**config.mk**
```make
export PLATFORM = sky130hd
export DESIGN_NAME = ecc_result_serializer
export DESIGN_NICKNAME = d
export VERILOG_FILES = /design/src/rtl/ecc_result_serializer.sv
export SDC_FILE = /design/constraint.sdc
export NUM_CORES = 1
export LEC_CHECK = 0
export BUFFER_PORTS_ARGS = -buffer_cell sky130_fd_sc_hd__buf_2
export CAP_MARGIN = 20
export CORE_MARGIN = 10
export CORE_UTILIZATION = 45
export CTS_CLUSTER_SIZE = 10
export DETAILED_ROUTE_END_ITERATION = 16
export PLACE_DENSITY = 0.71
export SLEW_MARGIN = 0
export SYNTH_ARGS = -nofsm -noshare
export SYNTH_HDL_FRONTEND = slang
export SYNTH_SLANG_ARGS = --single-unit
```
**constraint.sdc**
```tcl
create_clock -name clk -period 2.2 [get_ports clk]
set_clock_uncertainty 0.2 [all_clocks]
set_input_delay 0.44 -clock clk [delete_from_list [all_inputs] [get_ports clk]]
set_output_delay 0.44 -clock clk [all_outputs]
set_load 0.02 [all_outputs]
```
**src/rtl/ecc_result_serializer.sv**
```systemverilog
// ecc_result_serializer
// Captures the (x, y) result of the ECC point-multiplication core on the
// rising edge of its done flag and streams it out as OUT_W-bit beats over a
// valid/ready link. Beat order: x LS slice first through x MS, then y LS
// through y MS. A result that arrives while a frame is still draining is
// dropped and flagged in a sticky overrun bit.
// OUT_W must not exceed DATA_W, and DATA_W must be a multiple of OUT_W.
module ecc_result_serializer #(
    parameter int DATA_W = 64,
    parameter int OUT_W  = 8
) (
    input  logic              clk,
    input  logic              rst,
    input  logic              done_in,
    input  logic [DATA_W-1:0] x_in,
    input  logic [DATA_W-1:0] y_in,
    output logic [OUT_W-1:0]  out_data,
    output logic              out_valid,
    input  logic              out_ready,
    output logic              out_last,
    output logic              busy,
    output logic              overrun_err,
    output logic [15:0]       frame_cnt
);

    localparam int BEATS = 2 * DATA_W / OUT_W;
    localparam int CNT_W = $clog2(BEATS);
    localparam int BUF_W = 2 * DATA_W;
    localparam logic [CNT_W-1:0] LAST_IDX = CNT_W'(BEATS - 1);

    typedef enum logic [0:0] {
        IDLE = 1'b0,
        SEND = 1'b1
    } state_t;

    state_t             state_reg, state_next;
    logic               done_q_reg;
    logic [BUF_W-1:0]   frame_buf_reg, frame_buf_next;
    logic [CNT_W-1:0]   beat_cnt_reg, beat_cnt_next;
    logic               overrun_reg, overrun_next;
    logic [15:0]        frame_cnt_reg, frame_cnt_next;

    logic               rise;
    logic               is_last;
    logic               xfer;
    logic [BUF_W-1:0]   frame_buf_shifted;

    // Buffer advanced by one beat: each slice takes its upper neighbour and
    // the top slice is zero-filled.
    genvar gi;
    generate
        for (gi = 0; gi < BEATS; gi++) begin : g_shift
            if (gi < BEATS - 1) begin : g_move
                assign frame_buf_shifted[gi*OUT_W +: OUT_W] =
                    frame_buf_reg[(gi+1)*OUT_W +: OUT_W];
            end else begin : g_fill
                assign frame_buf_shifted[gi*OUT_W +: OUT_W] = '0;
            end
        end
    endgenerate

    assign rise    = done_in & ~done_q_reg;
    assign busy    = (state_reg == SEND);
    assign is_last = busy && (beat_cnt_reg == LAST_IDX);
    assign xfer    = busy && out_ready;

    assign out_valid   = busy;
    assign out_last    = is_last;
    assign out_data    = frame_buf_reg[OUT_W-1:0];
    assign overrun_err = overrun_reg;
    assign frame_cnt   = frame_cnt_reg;

    // Next-state logic: capture on a done rise in IDLE, shift on each
    // accepted beat in SEND, flag any rise that lands mid-frame.
    always_comb begin
        state_next     = state_reg;
        frame_buf_next = frame_buf_reg;
        beat_cnt_next  = beat_cnt_reg;
        overrun_next   = overrun_reg;
        frame_cnt_next = frame_cnt_reg;
        case (state_reg)
            IDLE: begin
                if (rise) begin
                    frame_buf_next = {y_in, x_in};
                    beat_cnt_next  = '0;
                    state_next     = SEND;
                end
            end
            SEND: begin
                if (rise) begin
                    overrun_next = 1'b1;
                end
                if (xfer) begin
                    frame_buf_next = frame_buf_shifted;
                    if (is_last) begin
                        beat_cnt_next  = '0;
                        state_next     = IDLE;
                        frame_cnt_next = frame_cnt_reg + 16'd1;
                    end else begin
                        beat_cnt_next = beat_cnt_reg + CNT_W'(1);
                    end
                end
            end
            default: begin
                state_next = IDLE;
            end
        endcase
    end

    // State register with synchronous reset; reset abandons any frame.
    always_ff @(posedge clk) begin
        if (rst) begin
            state_reg     <= IDLE;
            done_q_reg    <= 1'b0;
            frame_buf_reg <= '0;
            beat_cnt_reg  <= '0;
            overrun_reg   <= 1'b0;
            frame_cnt_reg <= 16'd0;
        end else begin
            state_reg     <= state_next;
            done_q_reg    <= done_in;
            frame_buf_reg <= frame_buf_next;
            beat_cnt_reg  <= beat_cnt_next;
            overrun_reg   <= overrun_next;
            frame_cnt_reg <= frame_cnt_next;
        end
    end

endmodule

```
==> flow_summary.yaml, run 1 <==
outcome:
  status: "finished, final reports clean"
yosys:
  synth_largest_area_cell: "dfxtp_1"
  synth_area_leaders: "dfxtp_1, mux2i_1, a211oi_1, nor2_1, buf_4"
  netlist_instances: 700
  synthesis.nets: 834
  synth_cell_types: 32
  ys_ff_latch: 151
  yosys_warnings: 0
  ys_seq_area_share_pct: 45.6
  avgSynthCellArea_sq_um: 9.48
  netlist_area_sq_mm: 0.00664
  yosysTopAreaCellShare_pct: 45.6
worst_hold_path:
  hold_path_class: "in -> reg"
  hold_depth: 3
cells_and_area:
  fillCellCount: 1351
  diodes: 0
  drive_above_1_share_pct: 25.9
  regArea_sq_mm: 0.00303
  multi_input_comb_area_sq_mm: 0.00324
  final_nets: 962
  syn_to_final_growth_pct: 23.0
  layout_common_cells: "buf_2, dfxtp_1, nor2_1"
  final_common_cell: "buf_2"
  largest_reg_flops: 128
  instances_no_fill: 1025
setup_path:
  crit_fanout: 5
  criticalPathCategory: "reg -> out"
  slowest_delay_ps: 380
  required_ps: 1560
  rr_worst_depth: 6
  crit_chain: "ha_1 > nand4_1 > inv_2 > buf_2"
  cp-start-kind: "register"
  crit_slowest_cell: "dfxtp_1"
  cp_data_arrival_time_ps: 1440
  cp-end-kind: "output port"
  r2r_slack_ps: 260
timing:
  fin_tns_setup_ps: 0
  tightest_slew_ps: 788
  max_freq_ghz: 0.481
  hold_violations: 0
  final_max_slew_viol_count: 0
  timing.slew.headroom_pct: 47.5
  period_share_pct: 94.6
  min_period_ps: 2080
  setup_viol: 0
power:
  clockPowerShare_pct: 43.0
  power.leakage_nw: 3.35
  switching_share_pct: 25.2
  p_int_mw: 5.38
  share_comb_of_total_power_pct: 13.7
  seqPwrFrac_pct: 43.3
  switching_power_mw: 1.81
  ir_drop_v: 0.000520
  powerDensity_mw_per_mm2: 881
global_route:
  grt_usage_pct: 16.0
  gr-total-overflow: 0
  antenna_found_initial: 0
  grt_pass1_vias: 5361
  grt_max_degree: 85
  grt_pass1_wl_um: 26400
cts:
  tritoncts.num_buffers: 17
  htreeDepth: 4
  cts_root_buf: "clkbuf_16"
  cts_resized: 0
  cts_buffer_depth: 2
  clk-insertion-delay-late_ps: 420
  clkTransAtPathRegs_ps: 60
  cts_tree: "yes"
  cts_setup_buffers: 0
  postCtsHoldBufs: 0
  cts_sinks: 151
floorplan:
  start_util_pct: 45.8
  core_sq_mm: 0.0145
  rows: 44
  fp.dieH_um: 141
  ioPinCount: 160
  chipWidth_um: 141
  die_area_sq_mm: 0.0200
routing:
  antenna_left: 0
  routed_via_density: 5.28
  vias: 5414
  routed_wl_um: 16400
  first_pass_iters: 4
  drtIter0Drc: 342
  detail_route.wl_per_cell_um: 16.0
  drc: 0
placed_design:
  place_hpwl_um: 11700
  placed_cells: 992
  gp_congestion: 0.769
  numPortBuffers: 159
run:
  cap_viol_max_count: 0
## area by class of cell
class	count	area share, %
well taps	184	2.82
inverters	1	0.0460
multi-input cells	477	39.7
repair buffers	180	12.6
clock buffers	20	5.59
flip-flops and latches	151	37.1
clock inverters	12	2.15
## layer usage
metal  GRT usage, %  vias up  part of all wire (%)
met2           25.4      143                    47
met3           4.97       18                   6.0
li1               -     2817                     -
met4           5.70        0                   1.2
met5              0        -                     0
met1           20.1     2436                    46
## kinds of logic (layout without fill, tap and decap cells)
kind of cell | after synthesis | in the layout | share of synthesized area (%)
simple gates | 196 | 196 | 13.0
xor+xnor | 9 | 9 | 1.19
fa+ha+maj | 2 | 2 | 0.377
buf+inv | 72 | 213 | 5.75
mux | 120 | 120 | 18.1
flops | 151 | 151 | 45.6
compound gates | 150 | 150 | 16.1
## worst max-delay path, delay by kind of cell (launching register included)
| family | cells | cell delay (ps) |
|---|---|---|
| adder cells (fa/ha/maj) | 1 | 180 |
| AND/OR/NAND/NOR | 1 | 160 |
| flip-flops | 1 | 380 |
| buffers and inverters | 2 | 310 |
## through the flow
step	hold WS [ps]	util [%]	setup slack (ps)	power, mW	instance area [sq um]
floorplan	248	-	242	3.88	6640
CTS	38.8	56.3	51.7	7.27	8160
detailed placement	255	52.0	158	4.17	7520
global placement	246	52.0	229	4.15	7520
global route	50.5	56.4	-9.63	7.52	8160
finish	60.8	56.4	119	7.19	8160
## cells in the mapped netlist
library cell  instances
dfxtp_1             151
nor2_1              132
a211oi_1            121
mux2i_1             120
buf_2                26
clkbuf_1             22
a21oi_1              21
buf_4                19
nand3_1              19
nand2_1              18
xor2_1                6
nand4_1               5
nor3_1                5
o31ai_1               5
or4_1                 5
buf_1                 3
xnor2_1               3
ha_1                  2
nor2b_1               2
o21ai_0               2
or3_1                 2
a31oi_1               1
and3_1                1
and3_2                1
and4_1                1
and4_4                1
buf_6                 1
inv_2                 1
nand4_4               1
nor3b_2               1
nor4_1                1
or3b_1                1
## power by group through the flow
stage	Clock, mW	Sequential, mW	Combinational [mW]
final	3.10	3.11	0.986
after detailed placement	0	3.17	0.995
after floorplan	0	3.13	0.754
after global placement	0	3.17	0.982
after CTS	3.16	3.12	1.00
after global routing	3.27	3.14	1.11
## worst paths after layout
path / from / end
max: beat_cnt_reg[0] / out_last
min: y_in[63] / frame_buf_reg[127]
max reg2reg: beat_cnt_reg[0] / frame_cnt[14]
min reg2reg: frame_buf_reg[125] / frame_buf_reg[125]
No activity file was read; power rests on OpenSTA's default activity.
==> run 2: changes to the inputs <==
MAX_ROUTING_LAYER = met4   (was unset)
clock period = 2.6 ns   (was 2.2 ns; I/O delays follow)
==> run 2 against run 1 <==
  * Die area is the same
  * Count of clock-buffer cells in the layout grew 3
  * Core utilization shrank 0.53 points
  * Critical path depth shrank 2
  * Cell count shrank 0.98%
  * First-iteration DRC count grew 8.2%
  * Largest cell class unchanged
==> flow_summary.yaml, run 2 (synthesis gave the netlist of run 1 again) <==
cts:
  clk-insertion-delay-late_ps: 420
  htreeDepth: 4
  postCtsHoldBufs: 0
  tritoncts.num_buffers: 17
  cts_setup_buffers: 0
  cts_root_buf: "clkbuf_16"
  cts_tree: "yes"
  clkTransAtPathRegs_ps: 60
  cts_resized: 0
  cts_sinks: 151
  cts_buffer_depth: 2
setup_path:
  required_ps: 1880
  rr_worst_depth: 6
  cp_data_arrival_time_ps: 1600
  crit_fanout: 101
  cp_num_cells: 2
  path_buf_inv: 2
  cp-start-kind: "register"
  crit_chain: "buf_12 > buf_2"
  r2r_slack_ps: 380
  criticalPathCategory: "reg -> out"
  crit_slowest_cell: "buf_12"
  critPathTopFamily: "buffers and inverters"
  slowest_delay_ps: 450
  cp-end-kind: "output port"
power:
  ir_drop_v: 0.000429
  powerDensity_mw_per_mm2: 756
  power.leakage_nw: 3.31
routing:
  drtIter0Drc: 370
  drc: 0
  routed_via_density: 5.27
  first_pass_iters: 4
  detail_route.wl_per_cell_um: 16.1
  routed_wl_um: 16300
  vias: 5350
  antenna_left: 0
timing:
  period_share_pct: 89.2
  hold_violations: 0
  fin_ws_ps: 281
  rsz0062_at_grt: "no"
  fin_tns_setup_ps: 0
  tightest_slew_ps: 767
  final_max_slew_viol_count: 0
  min_period_ps: 2320
  setup_viol: 0
  max_freq_ghz: 0.431
  timing.slew.headroom_pct: 48.9
cells_and_area:
  syn_to_final_growth_pct: 21.9
  largest_reg_flops: 128
  drive_above_1_share_pct: 24.9
  post-route-cell-area_sq_mm: 0.00809
  layout_common_cells: "buf_2, dfxtp_1, nor2_1"
  final_nets: 952
  final_common_cell: "buf_2"
global_route:
  gr-total-overflow: 0
  grt_usage_pct: 16.3
  grt_pass1_wl_um: 26000
  grt_max_degree: 102
  grt_pass1_vias: 5227
  antenna_found_initial: 1
outcome:
  status: "finished, final reports clean"
placed_design:
  gp_congestion: 0.752
  place_hpwl_um: 11400
  numPortBuffers: 159
  preCtsSetupSlack_ps: 380
  dpl-instance-area_sq_mm: 0.00744
floorplan:
  core_sq_mm: 0.0145
  ioPinCount: 160
  rows: 44
  chipWidth_um: 141
  fp.dieH_um: 141
  start_util_pct: 45.8
  die_area_sq_mm: 0.0200
worst_hold_path:
  hold_depth: 3
  hold_path_class: "in -> reg"
run:
  cap_viol_max_count: 0
==> run 2: through the flow <==
step                      instances  hold slack (ps)  power [mW]  utilization, %
final                          1015              139        6.12            55.9
after CTS                      1014              123        6.17            55.8
after global routing           1015              125        6.38            55.9
after floorplan                 700              248        3.29               -
after global placement          983              256        3.50            51.4
after detailed placement        983              263        3.52            51.4
==> run 2: path summary, 6_finish.rpt <==
check / endpoint / start
max: busy / busy
min: frame_buf_reg[127] / y_in[63]
min reg2reg: frame_buf_reg[125] / frame_buf_reg[125]
max reg2reg: frame_buf_reg[33] / busy
==> run 2: worst min-delay path: stages <==
cell     delay (ps)
buf_2            90
nand2_1          40
a21oi_1          50
==> run 2: layout make-up <==
cell class              count  area, sq um
clock buffers              23          498
well taps                 184          230
clock inverters             8          143
multi-input cells         477         3240
inverters                   1         3.75
diodes                      1         2.50
flip-flops and latches    151         3030
fillers                  1304         6390
repair buffers            170          943
==> run 2: metal layers <==
layer,part of all wire (%),vias up,GRT usage (%)
met3,6.1,18,5.01
met1,47,2430,21.0
met4,1.2,0,4.73
met2,46,121,24.1
li1,-,2781,-
met5,0,-,-
==> run 2: power breakdown <==
part / switching (mW) / total (mW) / internal, mW
sequential: 0.110 / 2.63 / 2.52
clock: 0.930 / 2.65 / 1.72
combinational: 0.457 / 0.830 / 0.373
total: 1.50 / 6.12 / 4.62
